$ cat src/rtl/pim_cfu_ctrl.sv
// pim_cfu_ctrl: CFU-facing command sequencer for pim_model.
// Accepts one CFU command at a time and turns it into a pim_model write,
// read or MAC transaction. A 256-bit row-wordline shadow mask is loaded
// 32 bits per command and drives pim_rwl continuously.
//
// Ports:
//   clk, reset                     clock, synchronous active-high reset
//   cmd_valid/cmd_ready            CFU command handshake
//   cmd_funct, cmd_in0, cmd_in1    function id and operands
//   rsp_valid/rsp_ready            CFU response handshake
//   rsp_out, rsp_err               response data and error flag
//   pim_d, pim_addr, pim_rwl       pim_model data, address, wordline mask
//   pim_w_en, pim_p_en             pim_model operation encoding
//   pim_cmd_valid/pim_cmd_ready    pim_model command handshake
//   pim_rsp_valid/pim_rsp_ready    pim_model response handshake
//   pim_q, pim_mac                 pim_model read data and MAC result
//
// Optional feature macro: PIM_CFU_PERF_EN adds write/read/MAC/busy
// counters readable through function 7 (PERF_READ).
module pim_cfu_ctrl #(
    parameter int unsigned DWIDTH  = 32,
    parameter int unsigned AWIDTH  = 8,
    parameter int unsigned PWIDTH  = 32,
    parameter int unsigned PDEPTH  = 256,
    parameter int unsigned TIMEOUT = 64
) (
    input  logic              clk,
    input  logic              reset,
    input  logic              cmd_valid,
    output logic              cmd_ready,
    input  logic [2:0]        cmd_funct,
    input  logic [DWIDTH-1:0] cmd_in0,
    input  logic [DWIDTH-1:0] cmd_in1,
    output logic              rsp_valid,
    input  logic              rsp_ready,
    output logic [DWIDTH-1:0] rsp_out,
    output logic              rsp_err,
    output logic [PWIDTH-1:0] pim_d,
    output logic [AWIDTH-1:0] pim_addr,
    output logic [PDEPTH-1:0] pim_rwl,
    output logic              pim_w_en,
    output logic              pim_p_en,
    output logic              pim_cmd_valid,
    input  logic              pim_cmd_ready,
    input  logic              pim_rsp_valid,
    output logic              pim_rsp_ready,
    input  logic [PWIDTH-1:0] pim_q,
    input  logic [DWIDTH-1:0] pim_mac
);

    localparam int unsigned NWORDS = PDEPTH / 32;
    localparam int unsigned TW     = (TIMEOUT > 1) ? $clog2(TIMEOUT) : 1;

    localparam logic [2:0] F_WRITE     = 3'd0;
    localparam logic [2:0] F_READ      = 3'd1;
    localparam logic [2:0] F_RWL_LOAD  = 3'd2;
    localparam logic [2:0] F_RWL_CLEAR = 3'd3;
    localparam logic [2:0] F_MAC       = 3'd4;

    typedef enum logic [1:0] {
        S_IDLE  = 2'd0,
        S_ISSUE = 2'd1,
        S_WAIT  = 2'd2,
        S_RESP  = 2'd3
    } state_t;

    state_t            state, state_n;
    logic [2:0]        funct_q, funct_n;
    logic [TW-1:0]     tmo_cnt, tmo_cnt_n;
    logic [31:0]       rwl_k;

    logic              cmd_ready_n;
    logic              rsp_valid_n;
    logic [DWIDTH-1:0] rsp_out_n;
    logic              rsp_err_n;
    logic [PWIDTH-1:0] pim_d_n;
    logic [AWIDTH-1:0] pim_addr_n;
    logic [PDEPTH-1:0] pim_rwl_n;
    logic              pim_w_en_n;
    logic              pim_p_en_n;
    logic              pim_cmd_valid_n;
    logic              pim_rsp_ready_n;

    // Only the low operand bits select address / mask word.
    logic unused_ok;
    assign unused_ok = ^cmd_in0;

    // Mask word index wraps when the mask holds fewer than eight words.
    assign rwl_k = 32'(cmd_in0[2:0]) % 32'(NWORDS);

`ifdef PIM_CFU_PERF_EN
    localparam logic [2:0] F_PERF = 3'd7;

    logic [31:0] perf_wr, perf_rd, perf_mac, perf_busy;
    logic [31:0] perf_val;
    logic        perf_clr;

    // Counter selected by in0[1:0] for PERF_READ.
    always_comb begin
        perf_val = perf_wr;
        case (cmd_in0[1:0])
            2'd0:    perf_val = perf_wr;
            2'd1:    perf_val = perf_rd;
            2'd2:    perf_val = perf_mac;
            default: perf_val = perf_busy;
        endcase
    end

    // Clear takes effect on the accept edge, after the value is captured.
    assign perf_clr = cmd_valid && cmd_ready && (cmd_funct == F_PERF) && cmd_in0[2];

    // Issue and busy-cycle counters.
    always_ff @(posedge clk) begin
        if (reset || perf_clr) begin
            perf_wr   <= '0;
            perf_rd   <= '0;
            perf_mac  <= '0;
            perf_busy <= '0;
        end else begin
            if (state == S_ISSUE && pim_cmd_ready) begin
                if (funct_q == F_WRITE) perf_wr  <= perf_wr + 32'd1;
                if (funct_q == F_READ)  perf_rd  <= perf_rd + 32'd1;
                if (funct_q == F_MAC)   perf_mac <= perf_mac + 32'd1;
            end
            if (state != S_IDLE) perf_busy <= perf_busy + 32'd1;
        end
    end
`endif

    // Next-state and next-output logic; every output is registered below.
    always_comb begin
        state_n         = state;
        funct_n         = funct_q;
        tmo_cnt_n       = tmo_cnt;
        cmd_ready_n     = cmd_ready;
        rsp_valid_n     = rsp_valid;
        rsp_out_n       = rsp_out;
        rsp_err_n       = rsp_err;
        pim_d_n         = pim_d;
        pim_addr_n      = pim_addr;
        pim_rwl_n       = pim_rwl;
        pim_w_en_n      = pim_w_en;
        pim_p_en_n      = pim_p_en;
        pim_cmd_valid_n = pim_cmd_valid;
        pim_rsp_ready_n = pim_rsp_ready;

        case (state)
            S_IDLE: begin
                // cmd_ready is 0 for the first cycle out of reset.
                cmd_ready_n = 1'b1;
                if (cmd_valid && cmd_ready) begin
                    funct_n     = cmd_funct;
                    cmd_ready_n = 1'b0;
                    rsp_err_n   = 1'b0;
                    case (cmd_funct)
                        F_WRITE, F_READ, F_MAC: begin
                            pim_d_n         = PWIDTH'(cmd_in1);
                            pim_addr_n      = cmd_in0[AWIDTH-1:0];
                            pim_w_en_n      = (cmd_funct == F_WRITE);
                            pim_p_en_n      = (cmd_funct == F_MAC);
                            pim_cmd_valid_n = 1'b1;
                            state_n         = S_ISSUE;
                        end
                        F_RWL_LOAD: begin
                            rsp_out_n = '0;
                            for (int unsigned i = 0; i < NWORDS; i++) begin
                                if (rwl_k == i) begin
                                    rsp_out_n             = DWIDTH'(pim_rwl[32*i +: 32]);
                                    pim_rwl_n[32*i +: 32] = 32'(cmd_in1);
                                end
                            end
                            rsp_valid_n = 1'b1;
                            state_n     = S_RESP;
                        end
                        F_RWL_CLEAR: begin
                            pim_rwl_n   = '0;
                            rsp_out_n   = '0;
                            rsp_valid_n = 1'b1;
                            state_n     = S_RESP;
                        end
`ifdef PIM_CFU_PERF_EN
                        F_PERF: begin
                            rsp_out_n   = DWIDTH'(perf_val);
                            rsp_valid_n = 1'b1;
                            state_n     = S_RESP;
                        end
`endif
                        default: begin
                            rsp_out_n   = '1;
                            rsp_err_n   = 1'b1;
                            rsp_valid_n = 1'b1;
                            state_n     = S_RESP;
                        end
                    endcase
                end
            end

            S_ISSUE: begin
                if (pim_cmd_ready) begin
                    pim_cmd_valid_n = 1'b0;
                    pim_w_en_n      = 1'b0;
                    pim_p_en_n      = 1'b0;
                    pim_rsp_ready_n = 1'b1;
                    tmo_cnt_n       = '0;
                    state_n         = S_WAIT;
                end
            end

            S_WAIT: begin
                if (pim_rsp_valid) begin
                    case (funct_q)
                        F_READ:  rsp_out_n = DWIDTH'(pim_q);
                        F_MAC:   rsp_out_n = pim_mac;
                        default: rsp_out_n = '0;
                    endcase
                    rsp_err_n       = 1'b0;
                    rsp_valid_n     = 1'b1;
                    pim_rsp_ready_n = 1'b0;
                    state_n         = S_RESP;
                end else if (tmo_cnt == TW'(TIMEOUT - 1)) begin
                    rsp_out_n       = '1;
                    rsp_err_n       = 1'b1;
                    rsp_valid_n     = 1'b1;
                    pim_rsp_ready_n = 1'b0;
                    state_n         = S_RESP;
                end else begin
                    tmo_cnt_n = tmo_cnt + TW'(1);
                end
            end

            S_RESP: begin
                if (rsp_ready) begin
                    rsp_valid_n = 1'b0;
                    cmd_ready_n = 1'b1;
                    state_n     = S_IDLE;
                end
            end

            default: state_n = S_IDLE;
        endcase
    end

    // State and output registers.
    always_ff @(posedge clk) begin
        if (reset) begin
            state         <= S_IDLE;
            funct_q       <= '0;
            tmo_cnt       <= '0;
            cmd_ready     <= 1'b0;
            rsp_valid     <= 1'b0;
            rsp_out       <= '0;
            rsp_err       <= 1'b0;
            pim_d         <= '0;
            pim_addr      <= '0;
            pim_rwl       <= '0;
            pim_w_en      <= 1'b0;
            pim_p_en      <= 1'b0;
            pim_cmd_valid <= 1'b0;
            pim_rsp_ready <= 1'b0;
        end else begin
            state         <= state_n;
            funct_q       <= funct_n;
            tmo_cnt       <= tmo_cnt_n;
            cmd_ready     <= cmd_ready_n;
            rsp_valid     <= rsp_valid_n;
            rsp_out       <= rsp_out_n;
            rsp_err       <= rsp_err_n;
            pim_d         <= pim_d_n;
            pim_addr      <= pim_addr_n;
            pim_rwl       <= pim_rwl_n;
            pim_w_en      <= pim_w_en_n;
            pim_p_en      <= pim_p_en_n;
            pim_cmd_valid <= pim_cmd_valid_n;
            pim_rsp_ready <= pim_rsp_ready_n;
        end
    end

endmodule

$ cat config.mk
export PLATFORM = sky130hd
export DESIGN_NAME = pim_cfu_ctrl
export DESIGN_NICKNAME = d
export VERILOG_FILES = /design/src/rtl/pim_cfu_ctrl.sv
export SDC_FILE = /design/constraint.sdc
export NUM_CORES = 1
export LEC_CHECK = 0
export CAP_MARGIN = 20
export CORE_AREA = 2 2 184 186
export CTS_CLUSTER_SIZE = 16
export DETAILED_ROUTE_END_ITERATION = 6
export DIE_AREA = 0 0 186 188
export PLACE_DENSITY = 0.82
export SYNTH_ARGS = -nofsm -noshare
export SYNTH_HDL_FRONTEND = slang
export SYNTH_SLANG_ARGS = --single-unit
$ cat constraint.sdc
create_clock -name clk -period 3.2 [get_ports clk]
set_clock_uncertainty 0.1 [all_clocks]
set_input_delay 0.64 -clock clk [delete_from_list [all_inputs] [get_ports clk]]
set_output_delay 0.64 -clock clk [all_outputs]
set_load 0.1 [all_outputs]
==> summary.md <==
| Metric | Value |
|---|---|
| RSZ-0062 raised after global routing | `false` |
| Status | `complete, no violations` |
| Switching Power | `0.00495 W` |
| Critical path class | `flop to flop` |
| TritonRoute pass-1 iters | `6` |
| Io pins | `around 470` |
| Critical Path Sink Type | `flop` |
| Slew HR | `0.461` |
| Synth Cell Area | `15900 um2` |
| Worst path cell trace | `inv_1 > ha_1 > nand3_2 > o21ai_2 > and3_2 > buf_4 > nand2_1 > o211a_1` |
| Die H | `188 um` |
| DRT antenna net count | `0` |
| Max-cap violations | `0` |
| Max-slew violation count | `0` |
| Worst-path clk slew | `approximately 0.060 ns` |
| Final Power | `0.0133 W` |
| Switch share | `0.371` |
| Least-Margin Pin Slew | `0.808 ns` |
| Post-route worst setup slack | `0.631 ns` |
| CTS root buf | `clkbuf_16` |
| Via count of the routed design | `16.9k` |
| Comb pwr share | `0.291` |
| Chip width | `~190 um` |
| FILL cells | `2834` |
| CTS Buffer Depth | `3` |
| Pwr Density | `633 nW/um2` |
| Worst EP required | `3.52 ns` |
| Pint | `0.00838 W` |
| Most frequent cells in the layout | `nand2_1 (662), a21oi_1 (393), buf_4 (381)` |
| First DRT Iteration DRCs | `1815` |
| Die ar. | `35000 um2` |
| Clock network power share | `0.352` |
| Cells after synthesis | `2094` |
| Flops & latches, synth | `346` |
| VDD IR max | `0.000436 V` |
| Clk sinks | `346` |
| Average size of a mapped cell | `around 7.6 um2` |
| Cell Area, Placed | `19700 um2` |
| Final WL | `62.9 mm` |
| Postcts setup bufs | `0` |
| FMAX | `a little under 400 MHz` |
| Clk_lat worst skew | `0.53 ns` |
| Worst path max stage delay | `0.59 ns` |
| DR vias/cell | `~5.8` |
| Routability cong. | `0.935` |
| Number of global-route vias before repair | `approximately 15k` |
| Number of setup violations in the final report | `0` |
| Final-report hold violation count | `0` |
| Critical Path Start Type | `flop` |
| Final non-filler cell area | `21100 um2` |
| WL per Instance | `21.6 um` |
| Num rows | `67` |
| First-pass GRT wire length | `92.7 mm` |
| Antenna violations before repair | `1` |
| Total number of yosys warnings | `0` |
| Port bufs | `447` |
| Most common cell after layout, fill and taps aside | `nand2_1` |
| DR DRC count | `0` |
| Pin count of the biggest net entering global routing | `around 170` |
| Core Area | `33100 um2` |
| Post-Route Setup TNS | `0 ns` |
| Pre-CTS setup slack | `0.327 ns` |
| Share of cells above drive strength 1 | `0.207` |
| Leakage | `slightly above 8 nW` |
| CTS tree | `done` |
| Worst path bufs/invs | `2` |
| Fin crit share | `0.803` |
| Post-synth cell types | `between 50 and 60` |
| CP max FO | `22` |
| Fin crit period | `between 2 and 3 ns` |
| Syn_nets | `about 2.2k` |
| Crit path max-delay family | `simple AND/OR/NAND/NOR gates` |
| Util after Layout | `0.636` |
| Total GRT Usage | `0.346` |
| P&R area growth vs syn | `32.4%` |
| CTS H-tree depth | `2` |
| Crit path max-delay cell type | `and3_2` |
| DP Wirelength | `44.9 mm` |
| Post-cts sizing count | `0` |
| Seq/Total Area, Yosys | `0.435` |
| Nets@finish | `2574` |
| Hold_buf cts | `0` |
| Min-delay worst type | `flop to flop` |
| Starting density of the core | `0.481` |
| Overflow after GRT | `0` |
| CP arrival | `2.89 ns` |
| Sequential Power Share | `0.357` |
| CTS Buf Count | `38` |
## cell usage after synthesis, drive strengths merged
| master | number | share of area |
|---|---|---|
| buf | 115 | 0.040 |
| nand2b | 40 | 0.016 |
| or3 | 2 | 0.00079 |
| a21oi | 394 | 0.12 |
| o211a | 26 | 0.016 |
| nor3b | 3 | 0.0014 |
| a221o | 1 | 0.00063 |
| a31o | 1 | 0.0011 |
| o221ai | 26 | 0.014 |
| a221oi | 33 | 0.018 |
| a22o | 1 | 0.00055 |
| a21o | 6 | 0.0028 |
| o2111ai | 1 | 0.00055 |
| o21a | 6 | 0.0028 |
| ha | 5 | 0.0039 |
| and2b | 1 | 0.00047 |
| and3 | 4 | 0.0019 |
| a211o | 1 | 0.00055 |
| nor2 | 27 | 0.0068 |
| a311oi | 2 | 0.0011 |
| xnor2 | 2 | 0.0011 |
| o211ai | 5 | 0.0024 |
| clkbuf | 89 | 0.021 |
| nor2b | 2 | 0.00079 |
| mux2 | 26 | 0.018 |
| nand3 | 10 | 0.0038 |
| and2 | 41 | 0.016 |
| or2 | 3 | 0.0012 |
| nand3b | 10 | 0.0047 |
| o21ai | 48 | 0.016 |
| a2bb2oi | 6 | 0.0033 |
| nor4b | 1 | 0.00055 |
| a211oi | 1 | 0.00047 |
| nor4 | 1 | 0.00039 |
| a22oi | 1 | 0.00047 |
| or3b | 5 | 0.0028 |
| o22ai | 60 | 0.024 |
| a31oi | 2 | 0.00079 |
| nand2 | 663 | 0.16 |
| dfxtp | 346 | 0.44 |
| nor3 | 5 | 0.0030 |
| o2bb2ai | 1 | 0.00055 |
| mux2i | 40 | 0.025 |
| inv | 31 | 0.0073 |
## flip-flops by register name, indices dropped and copies added, names as in the netlist, 2 cells and up
register,flops
pim_rwl,256
pim_d,32
rsp_out,32
pim_addr,8
tmo_cnt,6
funct_q,3
state,2
## through the flow
stage	std cells	hold slack, ns
floorplan	2094	0.345
global placement	2839	0.342
detailed placement	2839	0.347
CTS	2909	0.358
global route	2911	0.372
finish	2911	0.357
## tightest hold or removal path, stage by stage, from the launching register on
cell	delay, ns
dfxtp_1	0.30
nand2_1	0.05
a21oi_1	0.05
## cell type report
type                       instances  area, um2  area share
timing repair buffer             502       4180       0.199
clock inverter                    15        205     0.00974
inverter                          31        116     0.00552
antenna                            1       2.50    0.000119
sequential                       346       6930       0.329
multi-input combinational       1513       7930       0.377
clock buffer                      55       1140      0.0541
tap                              448        561      0.0266
## metal layers
layer | vias up | wire (um) | GRT usage
met5 | - | 0 | 0
met4 | 0 | 2530 | 0.146
met3 | 145 | 7870 | 0.0944
met2 | 1031 | 27100 | 0.509
met1 | 7977 | 25400 | 0.475
li1 | 7784 | - | -
## kinds of logic (layout without fill, tap and decap cells)
family                     count (synthesis)  count (layout)  synth area share
buffers and inverters                    235             603            0.0679
DFF                                      346             346             0.435
muxes                                     66              66            0.0436
and+or+nand+nor                          818             818             0.217
adders and majority gates                  5               5           0.00393
other                                      0               1                 0
xor gates and xnor gates                   2               2           0.00110
AOI/OAI and AO/OA                        622             622             0.231
## power by group through the flow
stage | clock [W] | combinational [W] | sequential (W)
floorplan | 0 | 0.00116 | 0.00653
global placement | 0 | 0.00379 | 0.00484
detailed placement | 0 | 0.00383 | 0.00485
CTS | 0.00473 | 0.00384 | 0.00476
global route | 0.00494 | 0.00403 | 0.00478
finish | 0.00470 | 0.00388 | 0.00476
## worst paths after layout
kind	startpoint	end	slack, ns	cells past startpoint
setup / recovery	state[0]	rsp_out[29]	0.63	8
hold reg to reg	pim_d[21]	pim_d[21]	0.36	2
hold / removal	pim_d[21]	pim_d[21]	0.36	2
setup reg to reg	state[0]	rsp_out[29]	0.63	8
Power figures use the tool's default switching activity.
